===== src/rtl/writeback_arbiter_pkg.sv =====
// harmonica_cfg: shared widths and the writeback entry type for the GPR writeback path
//   MACHINE_WIDTH  data width of one register write
//   LOG2_NUM_REGS  register address width
//   WB_FIFO_DEPTH  entries per producer FIFO (power of two, >= 2)
package harmonica_cfg;
    localparam int MACHINE_WIDTH = 32;
    localparam int LOG2_NUM_REGS = 4;
    localparam int WB_FIFO_DEPTH = 4;

    typedef struct packed {
        logic [LOG2_NUM_REGS-1:0] addr;
        logic [MACHINE_WIDTH-1:0] data;
    } wb_entry_t;

    typedef enum logic {
        SRC_ALU = 1'b0,
        SRC_MEM = 1'b1
    } wb_src_e;
endpackage


===== src/rtl/writeback_arbiter_if.sv =====
// wb_if: producer, register-file and hazard-query signals of the writeback arbiter
//   i_alu_*    ALU lane valid/addr/data in, o_alu_ready out
//   i_mem_*    load lane valid/addr/data in, o_mem_ready out
//   o_write_*  registered register-file write port
//   i_query_addr / o_query_hit  pending-write query, o_busy  any work outstanding
//   slave = arbiter side, master = producer/issue side
interface wb_if;
    import harmonica_cfg::*;
    logic                     i_alu_valid;
    logic                     o_alu_ready;
    logic [LOG2_NUM_REGS-1:0] i_alu_addr;
    logic [MACHINE_WIDTH-1:0] i_alu_data;
    logic                     i_mem_valid;
    logic                     o_mem_ready;
    logic [LOG2_NUM_REGS-1:0] i_mem_addr;
    logic [MACHINE_WIDTH-1:0] i_mem_data;
    logic                     o_write_en;
    logic [LOG2_NUM_REGS-1:0] o_write_addr;
    logic [MACHINE_WIDTH-1:0] o_write_data;
    logic [LOG2_NUM_REGS-1:0] i_query_addr;
    logic                     o_query_hit;
    logic                     o_busy;

    modport slave (
        input  i_alu_valid, i_alu_addr, i_alu_data,
        input  i_mem_valid, i_mem_addr, i_mem_data,
        input  i_query_addr,
        output o_alu_ready, o_mem_ready,
        output o_write_en, o_write_addr, o_write_data,
        output o_query_hit, o_busy
    );

    modport master (
        output i_alu_valid, i_alu_addr, i_alu_data,
        output i_mem_valid, i_mem_addr, i_mem_data,
        output i_query_addr,
        input  o_alu_ready, o_mem_ready,
        input  o_write_en, o_write_addr, o_write_data,
        input  o_query_hit, o_busy
    );
endinterface


===== src/rtl/writeback_arbiter_wb_fifo.sv =====
// wb_fifo: synchronous FIFO of writeback entries with a per-slot valid/addr view
//   clk, rst_n        clock, async active-low reset
//   i_push, i_entry   write one entry (caller guarantees not full)
//   i_pop, o_head     drop the head entry (caller guarantees not empty)
//   o_full, o_empty   occupancy flags
//   o_vld, o_addr     per-slot live flag and destination for hazard compares
module wb_fifo
    import harmonica_cfg::*;
#(
    parameter int DEPTH = WB_FIFO_DEPTH
) (
    input  logic                                  clk,
    input  logic                                  rst_n,
    input  logic                                  i_push,
    input  wb_entry_t                             i_entry,
    input  logic                                  i_pop,
    output wb_entry_t                             o_head,
    output logic                                  o_full,
    output logic                                  o_empty,
    output logic [DEPTH-1:0]                      o_vld,
    output logic [DEPTH-1:0][LOG2_NUM_REGS-1:0]   o_addr
);
    localparam int AW = $clog2(DEPTH);

    logic [AW-1:0] r_wptr;
    logic [AW-1:0] r_rptr;
    logic [AW:0]   r_count;
    wb_entry_t     r_mem [DEPTH];

    assign o_full  = r_count == (AW+1)'(DEPTH);
    assign o_empty = r_count == '0;
    assign o_head  = r_mem[r_rptr];

    always_ff @(posedge clk or negedge rst_n) begin
        if (!rst_n) begin
            r_wptr  <= '0;
            r_rptr  <= '0;
            r_count <= '0;
        end else begin
            if (i_push) r_wptr <= r_wptr + AW'(1);
            if (i_pop) r_rptr <= r_rptr + AW'(1);
            r_count <= r_count + (AW+1)'(i_push) - (AW+1)'(i_pop);
        end
    end

    always_ff @(posedge clk) begin
        if (i_push) r_mem[r_wptr] <= i_entry;
    end

    // a slot is live when its distance ahead of the read pointer is below the count
    for (genvar i = 0; i < DEPTH; i++) begin : g_view
        logic [AW-1:0] w_off;
        assign w_off     = AW'(i) - r_rptr;
        assign o_vld[i]  = {1'b0, w_off} < r_count;
        assign o_addr[i] = r_mem[i].addr;
    end
endmodule


===== src/rtl/writeback_arbiter.sv =====
// writeback_arbiter: buffers ALU and load results and round-robins them onto the GPR write port
//   clk, rst_n   clock, async active-low reset
//   bus (slave)  producer handshakes, registered write port, pending-write query, busy
module writeback_arbiter
    import harmonica_cfg::*;
#(
    parameter int FIFO_DEPTH = WB_FIFO_DEPTH
) (
    input  logic clk,
    input  logic rst_n,
    wb_if.slave  bus
);
    logic                     r_active;
    wb_src_e                  r_rr;
    logic                     r_write_en;
    logic [LOG2_NUM_REGS-1:0] r_write_addr;
    logic [MACHINE_WIDTH-1:0] r_write_data;

    wb_entry_t w_alu_in, w_mem_in, w_alu_head, w_mem_head;
    logic      w_alu_full, w_alu_empty, w_mem_full, w_mem_empty;
    logic      w_alu_ready, w_mem_ready, w_alu_push, w_mem_push;
    logic      w_alu_pop, w_mem_pop, w_pick_mem, w_hit;
    logic [FIFO_DEPTH-1:0]                    w_alu_vld, w_mem_vld;
    logic [FIFO_DEPTH-1:0][LOG2_NUM_REGS-1:0] w_alu_qaddr, w_mem_qaddr;

    // r_active keeps ready low through reset and for the cycle of release
    assign w_alu_ready = r_active && !w_alu_full;
    assign w_mem_ready = r_active && !w_mem_full;
    assign w_alu_push  = bus.i_alu_valid && w_alu_ready;
    assign w_mem_push  = bus.i_mem_valid && w_mem_ready;
    assign w_alu_in    = '{addr: bus.i_alu_addr, data: bus.i_alu_data};
    assign w_mem_in    = '{addr: bus.i_mem_addr, data: bus.i_mem_data};

    assign w_pick_mem = !w_mem_empty && (w_alu_empty || r_rr == SRC_MEM);
    assign w_mem_pop  = w_pick_mem;
    assign w_alu_pop  = !w_alu_empty && !w_pick_mem;

    wb_fifo #(.DEPTH(FIFO_DEPTH)) u_alu_fifo (
        .clk     (clk),
        .rst_n   (rst_n),
        .i_push  (w_alu_push),
        .i_entry (w_alu_in),
        .i_pop   (w_alu_pop),
        .o_head  (w_alu_head),
        .o_full  (w_alu_full),
        .o_empty (w_alu_empty),
        .o_vld   (w_alu_vld),
        .o_addr  (w_alu_qaddr)
    );

    wb_fifo #(.DEPTH(FIFO_DEPTH)) u_mem_fifo (
        .clk     (clk),
        .rst_n   (rst_n),
        .i_push  (w_mem_push),
        .i_entry (w_mem_in),
        .i_pop   (w_mem_pop),
        .o_head  (w_mem_head),
        .o_full  (w_mem_full),
        .o_empty (w_mem_empty),
        .o_vld   (w_mem_vld),
        .o_addr  (w_mem_qaddr)
    );

    always_ff @(posedge clk or negedge rst_n) begin
        if (!rst_n) begin
            r_active     <= 1'b0;
            r_rr         <= SRC_ALU;
            r_write_en   <= 1'b0;
            r_write_addr <= '0;
            r_write_data <= '0;
        end else begin
            r_active   <= 1'b1;
            // the pointer only moves when both lanes actually competed
            if (!w_alu_empty && !w_mem_empty) r_rr <= w_pick_mem ? SRC_ALU : SRC_MEM;
            r_write_en <= w_alu_pop || w_mem_pop;
            if (w_alu_pop || w_mem_pop) begin
                r_write_addr <= w_pick_mem ? w_mem_head.addr : w_alu_head.addr;
                r_write_data <= w_pick_mem ? w_mem_head.data : w_alu_head.data;
            end
        end
    end

    always_comb begin
        w_hit = r_write_en && r_write_addr == bus.i_query_addr;
        for (int k = 0; k < FIFO_DEPTH; k++) begin
            w_hit = w_hit || (w_alu_vld[k] && w_alu_qaddr[k] == bus.i_query_addr)
                          || (w_mem_vld[k] && w_mem_qaddr[k] == bus.i_query_addr);
        end
    end

    assign bus.o_alu_ready  = w_alu_ready;
    assign bus.o_mem_ready  = w_mem_ready;
    assign bus.o_write_en   = r_write_en;
    assign bus.o_write_addr = r_write_addr;
    assign bus.o_write_data = r_write_data;
    assign bus.o_query_hit  = w_hit;
    assign bus.o_busy       = !w_alu_empty || !w_mem_empty || r_write_en;
endmodule


===== src/flat_wrapper.sv =====
// flat-port wrapper written by rule: the top's interface ports become plain ports
module writeback_arbiter_flat import harmonica_cfg::*;
#(
    parameter int FIFO_DEPTH = WB_FIFO_DEPTH
)
  (clk, rst_n, bus_i_alu_valid, bus_i_alu_addr, bus_i_alu_data, bus_i_mem_valid, bus_i_mem_addr, bus_i_mem_data, bus_i_query_addr, bus_o_alu_ready, bus_o_mem_ready, bus_o_write_en, bus_o_write_addr, bus_o_write_data, bus_o_query_hit, bus_o_busy);
  wb_if bus_i ();
  input  logic clk;
  input  logic rst_n;
  input wire logic [$bits(bus_i.i_alu_valid)-1:0] bus_i_alu_valid;
  input wire logic [$bits(bus_i.i_alu_addr)-1:0] bus_i_alu_addr;
  input wire logic [$bits(bus_i.i_alu_data)-1:0] bus_i_alu_data;
  input wire logic [$bits(bus_i.i_mem_valid)-1:0] bus_i_mem_valid;
  input wire logic [$bits(bus_i.i_mem_addr)-1:0] bus_i_mem_addr;
  input wire logic [$bits(bus_i.i_mem_data)-1:0] bus_i_mem_data;
  input wire logic [$bits(bus_i.i_query_addr)-1:0] bus_i_query_addr;
  output wire logic [$bits(bus_i.o_alu_ready)-1:0] bus_o_alu_ready;
  output wire logic [$bits(bus_i.o_mem_ready)-1:0] bus_o_mem_ready;
  output wire logic [$bits(bus_i.o_write_en)-1:0] bus_o_write_en;
  output wire logic [$bits(bus_i.o_write_addr)-1:0] bus_o_write_addr;
  output wire logic [$bits(bus_i.o_write_data)-1:0] bus_o_write_data;
  output wire logic [$bits(bus_i.o_query_hit)-1:0] bus_o_query_hit;
  output wire logic [$bits(bus_i.o_busy)-1:0] bus_o_busy;
  assign bus_i.i_alu_valid = bus_i_alu_valid;
  assign bus_i.i_alu_addr = bus_i_alu_addr;
  assign bus_i.i_alu_data = bus_i_alu_data;
  assign bus_i.i_mem_valid = bus_i_mem_valid;
  assign bus_i.i_mem_addr = bus_i_mem_addr;
  assign bus_i.i_mem_data = bus_i_mem_data;
  assign bus_i.i_query_addr = bus_i_query_addr;
  assign bus_o_alu_ready = bus_i.o_alu_ready;
  assign bus_o_mem_ready = bus_i.o_mem_ready;
  assign bus_o_write_en = bus_i.o_write_en;
  assign bus_o_write_addr = bus_i.o_write_addr;
  assign bus_o_write_data = bus_i.o_write_data;
  assign bus_o_query_hit = bus_i.o_query_hit;
  assign bus_o_busy = bus_i.o_busy;
  writeback_arbiter #(.FIFO_DEPTH(FIFO_DEPTH)) u_core (.clk(clk), .rst_n(rst_n), .bus(bus_i));
endmodule

===== config.mk =====
export PLATFORM = sky130hd
export DESIGN_NAME = writeback_arbiter_flat
export DESIGN_NICKNAME = d
export VERILOG_FILES = /design/src/rtl/writeback_arbiter_pkg.sv /design/src/rtl/writeback_arbiter_if.sv /design/src/rtl/writeback_arbiter_wb_fifo.sv /design/src/rtl/writeback_arbiter.sv /design/src/flat_wrapper.sv
export SDC_FILE = /design/constraint.sdc
export NUM_CORES = 1
export LEC_CHECK = 0
export CAP_MARGIN = 20
export CORE_UTILIZATION = 60
export CTS_BUF_LIST = sky130_fd_sc_hd__clkbuf_8
export DETAILED_ROUTE_END_ITERATION = 8
export GPL_TIMING_DRIVEN = 0
export PLACE_DENSITY = 0.92
export SYNTH_ARGS = -nofsm -noshare
export SYNTH_HDL_FRONTEND = slang
export SYNTH_SLANG_ARGS = --single-unit
export TNS_END_PERCENT = 100

===== constraint.sdc =====
create_clock -name clk -period 3.1 [get_ports clk]
set_input_delay 0.62 -clock clk [delete_from_list [all_inputs] [get_ports clk]]
set_output_delay 0.62 -clock clk [all_outputs]
set_load 0.005 [all_outputs]

# Word level (Yosys, flattened, before mapping)
# Memories as Yosys holds them, arrays and structs flattened.
# Index checks and enable logic that the tools add are counted.
# op_classes
multipliers,0
n_eq_ne,11
reduce_logical,35
n_mux,7
n_shift,0
n_lt_le_gt_ge,8
n_addsub,16
n_bitwise,0
n_div,0
# op_table
operator,count
== test 4 bit,9
two-way mux 32 bit,1
< comparator 2 x 3 -> 1 bit,8
logical AND 1 bit,16
logical OR 1 bit,12
"adder 2 x 1 -> 2 bit, second input constant",4
"subtractor 1 x 2 -> 2 bit, first input constant",4
"subtractor 2 bit, first input constant",4
adder 3 x 1 -> 3 bit,2
"== test 3 bit, second input constant",2
logical NOT 3 bit,2
subtractor 3 x 1 -> 3 bit,2
logical NOT 1 bit,5
two-way mux 1 bit,5
two-way mux 4 bit,1
# word_totals
elab_cells,90
n_memories,2
romBits,0
ff_bits,53
output_inout_bits,41
mem_bits_rw,288
latchBits,0
input_bits,80
# mem_list
memory,words,width,rd,rd_ports_with_merged_regs,wr,line,source
u_core.u_alu_fifo.r_mem,4,36,5,0,1,writeback_arbiter_wb_fifo.sv:28,wb_entry_t r_mem [DEPTH];
u_core.u_mem_fifo.r_mem,4,36,5,0,1,writeback_arbiter_wb_fifo.sv:28,

# Longest topological paths before layout
# Gate-level depths: netlist of run 1.
# logic_depth
ltp_word,11
mapped_depth,12
mapped_depth_nobuf,10

# Modules after synthesis
# Synthesis of run 1 repeated with hierarchy kept, for this count alone.
# hier_totals
hier_cells,749
area_unflattened_um2,14347.5
# by_module_without_submodules
module,cells_each,instances,area_each_um2,seq_area_each_um2
wb_fifo,256,2,5871.9,4499.3
writeback_arbiter,237,1,2603.7,975.9

# Least setup slack after synthesis of run 1
# OpenSTA, ideal clock, no wires.
# synth_timing
kind,register -> output
start,register u_core.u_alu_fifo.r_rptr[1]
end,output bus_o_query_hit
path_buffers,1
path_slack_ns,0.652
required_time_ns,2.480
arrival_time_ns,1.828
stages_incl_launch_ff,9
path_cell_list,dfrtp_1 > clkbuf_1 > xor2_1 > inv_1 > ha_1 > a21oi_1 > o21ai_0 > nand3_1 > or3_1
# synth_via
elab_chain_cells,11
elab_cells_between_ends,20
cone_classes,add/sub: 4; order compare: 4; reduce/logical: 12
# synth_rtl
item,line,source
start: declaration,writeback_arbiter_wb_fifo.sv:26,logic [AW-1:0] r_rptr;
start signal: assignment,writeback_arbiter_wb_fifo.sv:41,if (i_pop) r_rptr <= r_rptr + AW'(1);
subtractor 1 x 2 -> 2 bit,writeback_arbiter_wb_fifo.sv:53,assign w_off = AW'(i) - r_rptr;
< comparator 2 x 3 -> 1 bit,writeback_arbiter_wb_fifo.sv:54,"assign o_vld[i] = {1'b0, w_off} < r_count;"
logical AND 1 bit,writeback_arbiter.sv:86,w_hit = w_hit || (w_alu_vld[k] && w_alu_qaddr[k] == bus.i_query_addr)
logical OR 1 bit,writeback_arbiter.sv:86,
logical OR 1 bit,writeback_arbiter.sv:87,|| (w_mem_vld[k] && w_mem_qaddr[k] == bus.i_query_addr);
logical OR 1 bit,writeback_arbiter.sv:86,
logical OR 1 bit,writeback_arbiter.sv:87,
logical OR 1 bit,writeback_arbiter.sv:86,
logical OR 1 bit,writeback_arbiter.sv:87,
logical OR 1 bit (*),writeback_arbiter.sv:86,
logical OR 1 bit (*),writeback_arbiter.sv:87,
end: declaration,flat_wrapper.sv:22,output wire logic [$bits(bus_i.o_query_hit)-1:0] bus_o_query_hit;
# Every way passes the cells marked *; elsewhere a longest branch is shown, timed or not.

# Worst setup path in the final report of run 1
# Ends and elaborated chain as after synthesis.

==> results of run 1 <==
[sequential cells by signal, indices dropped and copies added, names as in the netlist]
| register | cells |
|---|---|
| u_core.bus.o_write_addr | 4 |
| u_core.bus.o_write_data | 32 |
| u_core.bus.o_write_en | 1 |
| u_core.r_active | 1 |
| u_core.r_rr | 1 |
| u_core.u_alu_fifo.r_count | 3 |
| u_core.u_alu_fifo.r_mem | 144 |
| u_core.u_alu_fifo.r_rptr | 2 |
| u_core.u_alu_fifo.r_wptr | 2 |
| u_core.u_mem_fifo.r_count | 3 |
| u_core.u_mem_fifo.r_mem | 144 |
| u_core.u_mem_fifo.r_rptr | 2 |
| u_core.u_mem_fifo.r_wptr | 2 |
[power groups by stage]
| stage | Sequential [mW] | Clock [mW] | Combinational [mW] |
|---|---|---|---|
| 6_report | 6.26 | 3.39 | 5.37 |
| 5_1_grt | 6.31 | 3.61 | 5.73 |
| 4_1_cts | 6.22 | 3.41 | 5.13 |
| 3_5_place_dp | 6.28 | 0 | 4.93 |
| 3_3_place_gp | 6.26 | 0 | 4.61 |
| 2_1_floorplan | 6.18 | 0 | 3.19 |
[layer usage]
metal | share of wire, % | global-route usage, % | wire, um
met4 | 3.0 | 11.2 | 954
met2 | 52 | 47.2 | 16300
met1 | 36 | 33.8 | 11300
met5 | 0.045 | 0 | 14
met3 | 9.2 | 6.58 | 2910
[cell families (layout without fill, tap and decap cells)]
kind of cell,count (synthesis),count (layout),share of synthesized area [%]
compound gates,59,59,2.29
mux,108,108,14.5
buf+inv,55,285,2.25
other cells,1,1,0.0275
simple gates,74,74,2.59
flops,341,341,73.1
fa+ha+maj,22,22,2.13
xor+xnor,49,49,3.14
[timing repair]
action	CTS	global route
hold buffers	0	0
pin swaps	4	9
buffers inserted	5	7
setup endpoints to repair	2	2
resized for setup	29	16
[final timing paths]
kind                                              startpoint                           end  slack, ns  cells past startpoint
worst max register to register  u_core.u_alu_fifo.r_count[2]  u_core.u_mem_fifo.r_count[2]       0.45                     12
worst min-delay path                                   rst_n   u_core.bus.o_write_data[10]       0.13                      1
max in group asynchronous                              rst_n   u_core.u_mem_fifo.r_rptr[0]       2.32                      2
min in group clk                 u_core.bus.o_write_data[25]   u_core.bus.o_write_data[25]       0.48                      2
worst min register to register   u_core.bus.o_write_data[25]   u_core.bus.o_write_data[25]       0.48                      2
worst max-delay path             u_core.u_alu_fifo.r_rptr[1]               bus_o_query_hit      -0.03                      9
[critical path, cell delays in order, from the launching register on]
cell,delay [ns]
sky130_fd_sc_hd__dfrtp_2,0.45
sky130_fd_sc_hd__clkbuf_16,0.18
sky130_fd_sc_hd__xor2_4,0.18
sky130_fd_sc_hd__buf_6,0.12
sky130_fd_sc_hd__ha_4,0.24
sky130_fd_sc_hd__a21oi_1,0.05
sky130_fd_sc_hd__o21ai_1,0.15
sky130_fd_sc_hd__nand4_1,0.11
sky130_fd_sc_hd__or3_4,0.35
sky130_fd_sc_hd__buf_6,0.12
[synthesized netlist by cell type, types with 3 or more instances]
library cell | instances | area share, %
sky130_fd_sc_hd__inv_1 | 20 | 0.55
sky130_fd_sc_hd__nor4_1 | 8 | 0.37
sky130_fd_sc_hd__ha_1 | 20 | 1.8
sky130_fd_sc_hd__dfrtp_1 | 53 | 9.7
sky130_fd_sc_hd__nand2b_1 | 3 | 0.14
sky130_fd_sc_hd__o21ai_1 | 20 | 0.73
sky130_fd_sc_hd__buf_2 | 19 | 0.70
sky130_fd_sc_hd__edfxtp_1 | 288 | 63
sky130_fd_sc_hd__xnor2_1 | 10 | 0.64
sky130_fd_sc_hd__nand2_1 | 43 | 1.2
sky130_fd_sc_hd__mux4_2 | 72 | 12
sky130_fd_sc_hd__and3_1 | 8 | 0.37
sky130_fd_sc_hd__xor2_1 | 39 | 2.5
sky130_fd_sc_hd__clkbuf_1 | 6 | 0.16
sky130_fd_sc_hd__buf_4 | 3 | 0.16
sky130_fd_sc_hd__mux2i_1 | 36 | 2.6
sky130_fd_sc_hd__a21oi_1 | 9 | 0.33
sky130_fd_sc_hd__nor2_1 | 3 | 0.082
sky130_fd_sc_hd__o21ai_0 | 26 | 0.95
sky130_fd_sc_hd__buf_12 | 3 | 0.44
[cell type report]
| class | instances | area [um^2] |
|---|---|---|
| fill | 1101 | 5550 |
| buffer | 33 | 284 |
| timing repair buffer | 137 | 1440 |
| sequential | 341 | 9980 |
| clock buffer | 58 | 798 |
| tap | 280 | 350 |
| clock inverter | 37 | 153 |
| multi-input combinational | 313 | 3470 |
| inverter | 20 | 75.1 |
[stage by stage]
step,power [mW],instances,worst slack (ns),setup TNS (ns)
3_5_place_dp,11.2,1114,-0.323,-0.323
5_1_grt,15.7,1219,-0.0965,-0.103
6_report,15.0,1219,-0.0264,-0.0264
3_3_place_gp,10.9,1105,-0.537,-49.55
4_1_cts,14.8,1213,-0.0161,-0.0161
2_1_floorplan,9.37,709,0.652,0
==> results.py, run 1 <==
metrics = {
    "run_status": {
        "outcome": "finished with violations",
        "violations": "setup timing",
    },
    "yosys": {
        "async_flop_share_pct": 15.5,
        "yosysWarningCount": 0,
        "synth-main-ff-cell": "sky130_fd_sc_hd__edfxtp_1",
        "syn-mean-instance-area_um2": 19.3,
        "synth_nets": 811,
        "ys_seq_elements": 341,
        "synth_edf_count": 288,
        "yosysSeqAreaShare_pct": 73.1,
        "netlist-cell-type-count": 35,
        "area_of_the_mapped_netlist_mm2": 0.0137,
        "synthCells": 709,
    },
    "setup_path": {
        "cp.required_ns": 2.48,
        "category_of_the_most_critical_setup_path": "reg2out",
        "arrival_ns": 2.51,
        "worstSetupEndpointType": "output port",
        "worst-path-max-fanout": 4,
        "critPathLaunchType": "flop",
    },
    "global_route": {
        "first_global_vias": 8175,
        "grt_start_max_net_pins": 30,
        "grt_first_pass_wirelength_mm": 46.8,
        "grt_usage_pct": 27.5,
        "grt-ovfl-total": 0,
        "antenna_found_initial": 2,
    },
    "routing": {
        "viasPerCell": 6.16,
        "drc_errors": 0,
        "drt_iter0_drc": 720,
        "dr_vias": 7505,
        "detail_route.wirelength_mm": 31.4,
        "drt.antenna.violating_nets": 0,
        "avgRoutedWirePerCell_um": 25.8,
        "drt-pass1-iter-count": 5,
    },
    "die": {
        "number_of_placement_rows": 54,
        "die-width_um": 153,
        "core-area_mm2": 0.0221,
        "floorplan.die_area_mm2": 0.0234,
        "io_pins": 121,
        "initial_utilization_pct": 61.8,
        "chipHeight_um": 153,
    },
    "finish": {
        "utilization_pct": 74.9,
        "insertedDiodeCount": 0,
        "syn2layout_area_growth_pct": 21.2,
        "layout-drive-gt1-share_pct": 22.7,
        "stdcell_area_mm2": 0.0165,
        "final_net_count": 999,
        "commonest_non_fill_non_tap_cells_in_the_layout": "288 x sky130_fd_sc_hd__edfxtp_1, 114 x sky130_fd_sc_hd__clkdlybuf4s50_1, 72 x sky130_fd_sc_hd__mux4_2",
        "layout.cells.most_common": "sky130_fd_sc_hd__edfxtp_1",
    },
    "power_and_ir_drop": {
        "power.combinational.fraction_pct": 35.8,
        "power.net_switching_mw": 4.74,
        "power-per-cell-area_mw_per_mm2": 907,
        "share_of_power_burned_in_the_clock_network_pct": 22.6,
        "seq_power_share_pct": 41.7,
        "internal_power_mw": 10.3,
        "leakagePower_nw": 5.91,
        "power_switching_share_pct": 31.5,
        "ir_drop_worst_case_vdd_v": 0.000501,
    },
    "clock_tree": {
        "cts_buffer_depth": 3,
        "cts.sinks": 341,
        "total_cts_buffers": 51,
        "cts_tree": "done",
        "cts-htree-levels": 2,
        "clockRootBuffer": "sky130_fd_sc_hd__clkbuf_8",
        "cts.reportedPaths.clkPinSlew_ns": 0.06,
        "clkLatencyLatePin_ns": 0.57,
    },
    "timing": {
        "timing.max_slew.rel_slack_pct": 45.7,
        "time_the_worst_path_needs_with_i_o_delays_and_setup_ns": 3.13,
        "setup_ws_ns": -0.0264,
        "report.final.hold_viol_count": 0,
        "slew_violations": 0,
        "finClkSkew_ns": 0.0286,
        "final.hold.worst_slack_ns": 0.129,
        "actual_slew_at_the_worst_max_slew_pin_ns": 0.814,
        "rsz_0062_raised_after_global_routing": "yes",
        "fin_crit_sh_pct": 101,
        "fmax_mhz": 320,
        "setup_viol_count_final": 1,
    },
    "flow_run": {
        "maxCapViolations": 0,
    },
    "placed_design": {
        "placed_cell_area_mm2": 0.0154,
        "dp_hpwl_mm": 19.8,
        "port_buffers": 116,
        "globalplace.congestion": 0.841,
    },
    "min_path": {
        "hold_path.class": "in2async",
    },
}
Power figures use the tool's default switching activity.
==> run 2, diff against run 1 <==
--- a/config.mk
+++ b/config.mk
@@ -6,11 +6,11 @@
 export NUM_CORES = 1
 export LEC_CHECK = 0
 export CAP_MARGIN = 20
-export CORE_UTILIZATION = 60
+export CORE_UTILIZATION = 30
 export CTS_BUF_LIST = sky130_fd_sc_hd__clkbuf_8
 export DETAILED_ROUTE_END_ITERATION = 8
 export GPL_TIMING_DRIVEN = 0
-export PLACE_DENSITY = 0.92
+export PLACE_DENSITY = 0.56
 export SYNTH_ARGS = -nofsm -noshare
 export SYNTH_HDL_FRONTEND = slang
 export SYNTH_SLANG_ARGS = --single-unit
==> run 2 against run 1 <==
Effect of this change: the run now ends clean; die area grew 98%; critical endpoint unchanged; clock-buffer cell count grew 6; register-to-register slack lost 0.04 ns; global-route usage shrank 13 points; via count shrank 6.3%.
==> results.py, run 2 (synthesized netlist as in run 1, its figures left out) <==
metrics = {
    "setup_path": {
        "worstSetupEndpointType": "output port",
        "regToRegEndpoint": "u_core.bus.o_write_data[2]",
        "path_cells": "buf_8, xnor2_4, inv_1, ha_1, a21oi_2, o21ai_2, nand4_1, or3_1, buf_2",
        "critPathLaunchType": "flop",
        "crit-reg2reg-launch": "u_core.u_alu_fifo.r_rptr[1]",
        "cp.required_ns": 2.48,
        "crit_path_top_delay_cell": "sky130_fd_sc_hd__dfrtp_1",
        "worst-path-max-fanout": 3,
        "rrSetupSlack_ns": 0.41,
        "arrival_ns": 2.41,
        "crit_path_buf_inv_count": 3,
        "path_delay_family": "simple AND/OR/NAND/NOR gates",
        "reg2reg_path_depth": 8,
        "worst_path_largest_cell_delay_ns": 0.42,
        "category_of_the_most_critical_setup_path": "reg2out",
    },
    "clock_tree": {
        "postCtsHoldBufs": 0,
        "total_cts_buffers": 55,
        "cts_buffer_depth": 3,
        "cts_tree": "done",
        "cts.sinks": 341,
        "cts-htree-levels": 2,
        "clkLatencyLatePin_ns": 0.60,
        "clockRootBuffer": "sky130_fd_sc_hd__clkbuf_8",
        "cts.reportedPaths.clkPinSlew_ns": 0.06,
    },
    "global_route": {
        "grt_start_max_net_pins": 54,
        "antenna_found_initial": 4,
        "first_global_vias": 7467,
        "grt_first_pass_wirelength_mm": 48.2,
        "grt-ovfl-total": 0,
        "grt_usage_pct": 14.1,
    },
    "flow_run": {
        "maxCapViolations": 0,
    },
    "finish": {
        "final_net_count": 1001,
        "commonest_non_fill_non_tap_cells_in_the_layout": "288 x sky130_fd_sc_hd__edfxtp_1, 114 x sky130_fd_sc_hd__clkdlybuf4s50_1, 72 x sky130_fd_sc_hd__mux4_2",
        "layout-drive-gt1-share_pct": 23.3,
        "syn2layout_area_growth_pct": 24.2,
        "insertedDiodeCount": 0,
        "layout.cells.most_common": "sky130_fd_sc_hd__edfxtp_1",
        "utilization_pct": 38.1,
    },
    "timing": {
        "rsz_0062_raised_after_global_routing": "yes",
        "finClkSkew_ns": 0.0120,
        "fmax_mhz": 330,
        "slew_violations": 0,
        "actual_slew_at_the_worst_max_slew_pin_ns": 0.851,
        "fin_crit_sh_pct": 97.9,
        "finalSetupTns_ns": 0,
        "time_the_worst_path_needs_with_i_o_delays_and_setup_ns": 3.03,
        "timing.max_slew.rel_slack_pct": 43.3,
        "setup_viol_count_final": 0,
        "report.final.hold_viol_count": 0,
    },
    "power_and_ir_drop": {
        "total_power_mw": 15.0,
        "ir_drop_worst_case_vdd_v": 0.000354,
        "power-per-cell-area_mw_per_mm2": 887,
        "leakagePower_nw": 5.89,
    },
    "routing": {
        "drt_iter0_drc": 368,
        "viasPerCell": 4.58,
        "drt-pass1-iter-count": 5,
        "avgRoutedWirePerCell_um": 21.2,
        "dr_vias": 7035,
        "drc_errors": 0,
        "detail_route.wirelength_mm": 32.6,
        "drt.antenna.violating_nets": 0,
    },
    "die": {
        "floorplan.die_area_mm2": 0.0464,
        "die-width_um": 215,
        "core-area_mm2": 0.0445,
        "number_of_placement_rows": 77,
        "initial_utilization_pct": 30.7,
        "io_pins": 121,
        "chipHeight_um": 215,
    },
    "placed_design": {
        "globalplace.congestion": 0.747,
        "dp_hpwl_mm": 21.4,
        "port_buffers": 116,
    },
    "run_status": {
        "outcome": "completed",
    },
    "min_path": {
        "hold_path.class": "in2async",
    },
}
-- run 2: cell types whose count changed in the layout (fill, tap and decap cells not counted), sizes merged --
cell,before,now
inv,45,37
clkinv,12,18
clkbuf,65,70
clkinvlp,0,3
buf,49,48
-- run 2: power breakdown --
group          switching [mW]  internal (mW)
Clock                    1.77           1.88
Combinational            2.52           2.67
Sequential              0.402           5.80
Total                    4.68           10.4
-- run 2: through the flow --
stage | area, um^2 | hold WS, ns | cells | setup slack [ns]
after detailed placement | 15700 | 0.478 | 1425 | -0.325
after global routing | 17000 | 0.170 | 1536 | -0.0449
after floorplan | 13700 | 0.324 | 709 | 0.652
after global placement | 15600 | 0.467 | 1417 | -0.868
after CTS | 16900 | 0.133 | 1533 | -0.0569
final | 17000 | 0.141 | 1536 | 0.0664
-- run 2: worst max path at each step --
| stage | from | to | slack, ns | cells after the start |
|---|---|---|---|---|
| floorplan | u_core.u_alu_fifo.r_rptr[1] | bus_o_query_hit | 0.65 | 8 |
| global placement | rst_n | u_core.bus.o_write_data[25] | -0.87 | 1 |
| detailed placement | u_core.u_alu_fifo.r_rptr[1] | bus_o_query_hit | -0.33 | 9 |
| CTS | u_core.u_alu_fifo.r_rptr[0] | bus_o_query_hit | -0.06 | 10 |
| global route | u_core.u_alu_fifo.r_rptr[1] | bus_o_query_hit | -0.04 | 8 |
| finish | u_core.u_mem_fifo.r_rptr[1] | bus_o_query_hit | 0.07 | 9 |
-- run 2: repair_timing --
item	4_1_cts	5_1_grt
buffers inserted	7	6
endpoints found under the setup margin	2	2
cloned	0	0
pin swaps	8	8
hold endpoints to repair	0	0
gates resized for setup	30	14
-- run 2: layout make-up --
cell class,count,area (um^2)
plain buffers,31,246
clock buffers,64,881
clock inverters,38,166
fillers,4134,27600
inverters,20,75.1
multi-input cells,313,3450
flip-flops and latches,341,9980
well taps,592,741
repair buffers,137,1410
-- run 2: layer usage --
layer	up-vias	routed length, um	global-route usage, %
met5	-	54	0
met4	8	494	3.69
met3	51	1980	3.58
met2	188	15500	22.6
met1	3633	14500	19.1
li1	3155	-	-
